### src/rtl/regfile_sb_if.sv
// Decode/writeback bus for regfile_sb. It carries the read ports, the writeback
// port, the scoreboard claim port and the clear/ready handshake.
interface regfile_sb_if #(
    parameter int DATA_W = 16,
    parameter int ADDR_W = 3
);
    localparam int LANES = DATA_W / 8;

    logic              clr_req;
    logic              ready;
    logic [ADDR_W-1:0] ra_addr;
    logic [ADDR_W-1:0] rb_addr;
    logic [DATA_W-1:0] ra_data;
    logic [DATA_W-1:0] rb_data;
    logic              ra_busy;
    logic              rb_busy;
    logic              wr_en;
    logic [ADDR_W-1:0] wr_addr;
    logic [LANES-1:0]  wr_be;
    logic [DATA_W-1:0] wr_data;
    logic              claim_en;
    logic [ADDR_W-1:0] claim_addr;
    logic              claim_ok;

    modport master (
        output clr_req, ra_addr, rb_addr, wr_en, wr_addr, wr_be, wr_data,
               claim_en, claim_addr,
        input  ready, ra_data, rb_data, ra_busy, rb_busy, claim_ok
    );

    modport slave (
        input  clr_req, ra_addr, rb_addr, wr_en, wr_addr, wr_be, wr_data,
               claim_en, claim_addr,
        output ready, ra_data, rb_data, ra_busy, rb_busy, claim_ok
    );
endinterface

### src/rtl/regfile_sb.sv
// Dual-read, byte-enabled register file with write-to-read forwarding, a
// self-clearing sequencer and a per-register busy scoreboard.
//
// state | meaning
// CLEAR | zeroing reg[clrCnt] each cycle; all ports quiet, ready=0
// RUN   | normal read/write/claim operation, ready=1
module regfile_sb #(
    parameter int DATA_W = 16,
    parameter int ADDR_W = 3
) (
    input logic         clk,
    input logic         rst,
    regfile_sb_if.slave bus
);
    localparam int LANES = DATA_W / 8;
    localparam int NREGS = 2 ** ADDR_W;

    typedef enum logic {CLEAR, RUN} state_t;

    state_t            state;
    state_t            stateNext;
    logic [ADDR_W-1:0] clrCnt;
    logic [DATA_W-1:0] regArray [NREGS];
    logic [NREGS-1:0]  busy;
    logic              running;
    logic              clrDone;
    logic              claimOk;
    logic [DATA_W-1:0] dataA;
    logic [DATA_W-1:0] dataB;

    assign running = (state == RUN);
    assign clrDone = (clrCnt == ADDR_W'(NREGS - 1));

    always_ff @(posedge clk) begin
        if (rst) state <= CLEAR;
        else     state <= stateNext;
    end

    always_comb begin
        stateNext = state;
        case (state)
            CLEAR:   if (clrDone) stateNext = RUN;
            RUN:     if (bus.clr_req) stateNext = CLEAR;
            default: stateNext = CLEAR;
        endcase
    end

    // Claim beats release on the same address, so the claim is applied last.
    always_ff @(posedge clk) begin
        if (rst) begin
            clrCnt <= '0;
            busy   <= '0;
        end else if (!running) begin
            clrCnt <= clrCnt + 1'b1;
        end else if (bus.clr_req) begin
            clrCnt <= '0;
            busy   <= '0;
        end else begin
            if (bus.wr_en) busy[bus.wr_addr]    <= 1'b0;
            if (claimOk)   busy[bus.claim_addr] <= 1'b1;
        end
    end

    // The array has no reset of its own; the clear sequence zeroes it.
    always_ff @(posedge clk) begin
        if (!rst) begin
            if (!running) begin
                regArray[clrCnt] <= '0;
            end else if (bus.wr_en) begin
                for (int i = 0; i < LANES; i++)
                    if (bus.wr_be[i]) regArray[bus.wr_addr][8*i +: 8] <= bus.wr_data[8*i +: 8];
            end
        end
    end

    always_comb begin
        dataA = regArray[bus.ra_addr];
        dataB = regArray[bus.rb_addr];
        for (int i = 0; i < LANES; i++) begin
            if (bus.wr_en && bus.wr_be[i] && bus.wr_addr == bus.ra_addr)
                dataA[8*i +: 8] = bus.wr_data[8*i +: 8];
            if (bus.wr_en && bus.wr_be[i] && bus.wr_addr == bus.rb_addr)
                dataB[8*i +: 8] = bus.wr_data[8*i +: 8];
        end
    end

    assign claimOk = running && bus.claim_en &&
                     (!busy[bus.claim_addr] || (bus.wr_en && bus.wr_addr == bus.claim_addr));

    assign bus.ready    = running;
    assign bus.ra_data  = running ? dataA : '0;
    assign bus.rb_data  = running ? dataB : '0;
    assign bus.ra_busy  = running && busy[bus.ra_addr];
    assign bus.rb_busy  = running && busy[bus.rb_addr];
    assign bus.claim_ok = claimOk;
endmodule

### src/flat_wrapper.sv
// flat-port wrapper written by rule: the top's interface ports become plain ports
module regfile_sb_flat 
#(
    parameter int DATA_W = 16,
    parameter int ADDR_W = 3
)
  (clk, rst, bus_clr_req, bus_ra_addr, bus_rb_addr, bus_wr_en, bus_wr_addr, bus_wr_be, bus_wr_data, bus_claim_en, bus_claim_addr, bus_ready, bus_ra_data, bus_rb_data, bus_ra_busy, bus_rb_busy, bus_claim_ok);
  regfile_sb_if #(.DATA_W(DATA_W), .ADDR_W(ADDR_W)) bus_i ();
  input logic clk;
  input logic rst;
  input wire logic [$bits(bus_i.clr_req)-1:0] bus_clr_req;
  input wire logic [$bits(bus_i.ra_addr)-1:0] bus_ra_addr;
  input wire logic [$bits(bus_i.rb_addr)-1:0] bus_rb_addr;
  input wire logic [$bits(bus_i.wr_en)-1:0] bus_wr_en;
  input wire logic [$bits(bus_i.wr_addr)-1:0] bus_wr_addr;
  input wire logic [$bits(bus_i.wr_be)-1:0] bus_wr_be;
  input wire logic [$bits(bus_i.wr_data)-1:0] bus_wr_data;
  input wire logic [$bits(bus_i.claim_en)-1:0] bus_claim_en;
  input wire logic [$bits(bus_i.claim_addr)-1:0] bus_claim_addr;
  output wire logic [$bits(bus_i.ready)-1:0] bus_ready;
  output wire logic [$bits(bus_i.ra_data)-1:0] bus_ra_data;
  output wire logic [$bits(bus_i.rb_data)-1:0] bus_rb_data;
  output wire logic [$bits(bus_i.ra_busy)-1:0] bus_ra_busy;
  output wire logic [$bits(bus_i.rb_busy)-1:0] bus_rb_busy;
  output wire logic [$bits(bus_i.claim_ok)-1:0] bus_claim_ok;
  assign bus_i.clr_req = bus_clr_req;
  assign bus_i.ra_addr = bus_ra_addr;
  assign bus_i.rb_addr = bus_rb_addr;
  assign bus_i.wr_en = bus_wr_en;
  assign bus_i.wr_addr = bus_wr_addr;
  assign bus_i.wr_be = bus_wr_be;
  assign bus_i.wr_data = bus_wr_data;
  assign bus_i.claim_en = bus_claim_en;
  assign bus_i.claim_addr = bus_claim_addr;
  assign bus_ready = bus_i.ready;
  assign bus_ra_data = bus_i.ra_data;
  assign bus_rb_data = bus_i.rb_data;
  assign bus_ra_busy = bus_i.ra_busy;
  assign bus_rb_busy = bus_i.rb_busy;
  assign bus_claim_ok = bus_i.claim_ok;
  regfile_sb #(.DATA_W(DATA_W), .ADDR_W(ADDR_W)) u_core (.clk(clk), .rst(rst), .bus(bus_i));
endmodule
### config.mk
export PLATFORM = sky130hd
export DESIGN_NAME = regfile_sb_flat
export DESIGN_NICKNAME = d
export VERILOG_FILES = /design/src/rtl/regfile_sb_if.sv /design/src/rtl/regfile_sb.sv /design/src/flat_wrapper.sv
export SDC_FILE = /design/constraint.sdc
export NUM_CORES = 1
export LEC_CHECK = 0
export BUFFER_PORTS_ARGS = -buffer_cell sky130_fd_sc_hd__buf_2
export CAP_MARGIN = 20
export CORE_UTILIZATION = 54
export DETAILED_ROUTE_END_ITERATION = 8
export PLACE_DENSITY = 0.76
export RECOVER_POWER = 50
export SYNTH_ARGS = -nofsm -noshare
export SYNTH_HDL_FRONTEND = slang
export SYNTH_SLANG_ARGS = --single-unit
### constraint.sdc
create_clock -name clk -period 2.15 [get_ports clk]
set_input_delay 0.3225 -clock clk [delete_from_list [all_inputs] [get_ports clk]]
set_output_delay 0.3225 -clock clk [all_outputs]
set_load 0.005 [all_outputs]
==> flow_metrics.py <==
metrics = {
    "critical_path": {
        "timing.setup.critical_path_class": "reg2out",
        "timing.critical_path.slowest_stage_cell": "sky130_fd_sc_hd__mux4_1",
        "ordered_cell_list_for_the_critical_path": "mux4_1 -> mux2i_1 -> a21oi_1 -> buf_2",
        "slowest_stage_delay_cp_ns": 0.55,
        "required_ns": 1.83,
        "cp.arrival_ns": 1.82,
        "worst-r2r-cell-count": 6,
        "crit_path_launch_type": "register",
        "timing.critical_path.fanout_max": 2,
        "worst_setup_path_end_kind": "output port",
    },
    "final_layout": {
        "post_layout_nonfiller_instances": 775,
        "drive_above_1_share_pct": 26.7,
        "layout.area.seq_um2": 4080,
        "syn2layout_area_growth_pct": 15.7,
        "num_antenna_cells": 0,
        "nNetsFinal": 619,
        "multiInputGateArea_um2": 3340,
        "fillerInstances": 963,
        "postLayoutCellArea_um2": 8930,
        "postLayoutCoreUtil_pct": 64.1,
    },
    "timing": {
        "finalClockSkew_ns": 0.00561,
        "fmax_ghz": 0.467,
        "setup-violations-final": 0,
        "final.setup.tns_ns": 0,
        "slew_headroom_pct": 61.5,
        "fin_crit_sh_pct": 99.7,
        "hold_viol_final": 0,
        "finalMaxSlewViolations": 0,
        "finalWorstPathRequiredPeriod_ns": 2.14,
        "worstMarginPinSlew_ns": 0.578,
    },
    "routing": {
        "route.detailed.vias_per_inst": 6.51,
        "drc_errors": 0,
        "initialDrtViolationCount": 501,
        "routed-via-count": 5049,
        "final_antenna_net_count": 0,
        "avgRoutedWirePerCell_um": 23.2,
        "wirelength_mm": 18.0,
        "firstDrtPassIters": 5,
    },
    "synthesis": {
        "netlist.top_cell.by_area": "sky130_fd_sc_hd__edfxtp_1",
        "post_synth_instance_area_um2": 7720,
        "synthesis.instances": 495,
        "ys_types": 39,
        "yosys_warnings": 0,
        "sequential_element_share_of_the_synthesized_area_pct": 52.9,
        "synth_area_per_cell_um2": 15.6,
        "synth.area.top_cells": "sky130_fd_sc_hd__edfxtp_1 (50%), sky130_fd_sc_hd__mux4_1 (19%), sky130_fd_sc_hd__mux2i_1 (5.2%)",
        "synthDominantCellAreaShare_pct": 49.8,
        "ys_seq_elements": 140,
        "synthesis.nets": 532,
    },
    "floorplan": {
        "core_area_um2": 13900,
        "rows": 43,
        "die_area_um2": 14800,
        "vertical_die_dimension_um": 122,
        "num_io_pins": 71,
        "initial_utilization_pct": 55.4,
        "die_width_um": 122,
    },
    "global_routing": {
        "grt.total_usage_pct": 25.8,
        "grt.overflow.total": 0,
        "maximum_number_of_pins_on_one_net_before_global_route_repair": 47,
        "antenna_found_initial": 0,
        "wire_length_of_the_first_global_routing_pass_mm": 27.4,
        "grt_pass1_vias": 4987,
    },
    "clocking": {
        "htree_num_levels": 4,
        "ctsRootBufferMaster": "sky130_fd_sc_hd__clkbuf_16",
        "numClockSinks": 140,
        "tritoncts_clock_tree": "done",
        "cts_resized": 0,
        "clock_path_buffers": 2,
        "skew_pair_late_insertion_delay_ns": 0.42,
        "clkTransAtPathRegs_ns": 0.06,
        "post-cts-setup-buffers": 0,
        "cts_buffers": 17,
        "cts_hold_buffers": 0,
    },
    "hold_path": {
        "whs_path_depth": 4,
        "hold_path.class": "in2reg",
    },
    "power": {
        "cell_leakage_power_nw": 3.47,
        "power.ir.vdd_worst_v": 0.000463,
        "power_density_nw_per_um2": 733,
        "p_total_mw": 6.55,
    },
    "flow_run": {
        "maxCapViolations": 0,
    },
    "placed_design": {
        "place.port_buffers": 70,
        "place.detailed.hpwl_mm": 11.8,
        "dpl-instance-area_um2": 8360,
        "placed_cells_incl_taps": 743,
        "gp_congestion": 0.864,
    },
    "outcome": {
        "run_status": "complete, no violations",
    },
}
## report_power, final
| group | switching (mW) | internal [mW] |
|---|---|---|
| clock | 1.11 | 1.82 |
| sequential | 0.0321 | 3.00 |
| combinational | 0.303 | 0.272 |
| total | 1.45 | 5.10 |
## routing by layer
| metal | GRT usage (%) | routed length, µm | vias up |
|---|---|---|---|
| met4 | 9.18 | 379 | 0 |
| li1 | - | - | 2234 |
| met2 | 43.1 | 8980 | 267 |
| met3 | 5.29 | 1350 | 40 |
| met1 | 33.7 | 7250 | 2508 |
| met5 | 0 | 0 | - |
## logic make-up (layout without fill, tap and decap cells)
family | count (synthesis) | count (layout) | synth area share (%)
AND/OR/NAND/NOR | 101 | 101 | 6.96
adder cells (fa/ha/maj) | 2 | 2 | 0.324
multiplexers | 113 | 113 | 28.4
buffers and inverters | 39 | 139 | 3.66
XOR/XNOR | 9 | 9 | 1.02
AO/OA/AOI/OAI | 91 | 91 | 6.68
flip-flops | 140 | 140 | 52.9
## cell usage after synthesis
master	number
sky130_fd_sc_hd__edfxtp_1	128
sky130_fd_sc_hd__mux4_1	55
sky130_fd_sc_hd__o21ai_0	41
sky130_fd_sc_hd__mux2i_1	40
sky130_fd_sc_hd__a21oi_1	35
sky130_fd_sc_hd__and2_1	22
sky130_fd_sc_hd__nand2_1	20
sky130_fd_sc_hd__nor2_1	19
sky130_fd_sc_hd__buf_2	16
sky130_fd_sc_hd__mux4_2	13
sky130_fd_sc_hd__dfxtp_1	12
sky130_fd_sc_hd__nor3_1	12
sky130_fd_sc_hd__xnor2_1	9
sky130_fd_sc_hd__a32o_1	8
sky130_fd_sc_hd__buf_4	6
sky130_fd_sc_hd__clkbuf_1	6
sky130_fd_sc_hd__nand4_1	6
sky130_fd_sc_hd__nor2b_1	6
sky130_fd_sc_hd__buf_6	5
sky130_fd_sc_hd__mux2_2	5
sky130_fd_sc_hd__nand2b_1	5
sky130_fd_sc_hd__a22o_1	3
sky130_fd_sc_hd__a21o_1	2
sky130_fd_sc_hd__and3_1	2
sky130_fd_sc_hd__buf_12	2
sky130_fd_sc_hd__buf_8	2
sky130_fd_sc_hd__ha_1	2
sky130_fd_sc_hd__nand3b_1	2
sky130_fd_sc_hd__a31oi_1	1
sky130_fd_sc_hd__buf_1	1
sky130_fd_sc_hd__clkbuf_2	1
sky130_fd_sc_hd__nand3_1	1
sky130_fd_sc_hd__nand4b_1	1
sky130_fd_sc_hd__nor3_4	1
sky130_fd_sc_hd__nor3b_1	1
sky130_fd_sc_hd__nor4_1	1
sky130_fd_sc_hd__nor4b_1	1
sky130_fd_sc_hd__o211ai_1	1
sky130_fd_sc_hd__or2_2	1
## worst max-delay path: cells and delay by family, from the launching register on
family	cells	cell delay, ns
mux	2	0.76
flops	1	0.41
buf+inv	1	0.13
compound gates	1	0.10
## path summary, 6_finish.rpt
check / slack, ns / from / to
worst min-delay path: 0.25 / bus_clr_req / u_core.clrCnt[0]
worst max-delay path: 0.007 / u_core.regArray[3][3] / bus_rb_data[3]
worst max register to register: 0.22 / u_core.bus.ready / u_core.regArray[4][1]
worst min register to register: 0.56 / u_core.busy[6] / u_core.busy[6]
## stage by stage
| step | hold WS, ns | worst slack [ns] |
|---|---|---|
| after detailed placement | 0.538 | 0.0959 |
| after floorplan | 0.488 | -0.106 |
| after global placement | 0.530 | 0.145 |
| after global routing | 0.308 | -0.0184 |
| after CTS | 0.237 | 0.0328 |
| final | 0.248 | 0.00742 |
## registers in the layout, indices dropped and copies added, names as in the netlist
| name | flops |
|---|---|
| u_core.busy | 8 |
| u_core.clrCnt | 3 |
| u_core.bus.ready | 1 |
| u_core.regArray | 128 |
## cells in the final DEF (no fill, tap or decap), types with 6 or more instances in the layout
cell and n:
sky130_fd_sc_hd__nor2b_1 6, sky130_fd_sc_hd__mux4_1 51, sky130_fd_sc_hd__buf_2 70, sky130_fd_sc_hd__nor3_1 12, sky130_fd_sc_hd__nand4_1 6, sky130_fd_sc_hd__dfxtp_1 12
sky130_fd_sc_hd__a32o_1 8, sky130_fd_sc_hd__mux4_2 17, sky130_fd_sc_hd__nand2_1 20, sky130_fd_sc_hd__nor2_1 19, sky130_fd_sc_hd__xnor2_1 9, sky130_fd_sc_hd__edfxtp_1 128
sky130_fd_sc_hd__clkbuf_16 17, sky130_fd_sc_hd__a21oi_1 35, sky130_fd_sc_hd__and2_0 16, sky130_fd_sc_hd__o21ai_0 41, sky130_fd_sc_hd__buf_4 29, sky130_fd_sc_hd__mux2i_1 38
sky130_fd_sc_hd__and2_1 6
## final cells by class
cell class              instances  share of cell area (%)
multi-input cells             316                    37.4
flip-flops and latches        140                    45.7
repair buffers                107                    7.62
well taps                     180                    2.52
clock buffers                  18                    4.81
clock inverters                14                    1.86
(Power assumes the default switching activity.)
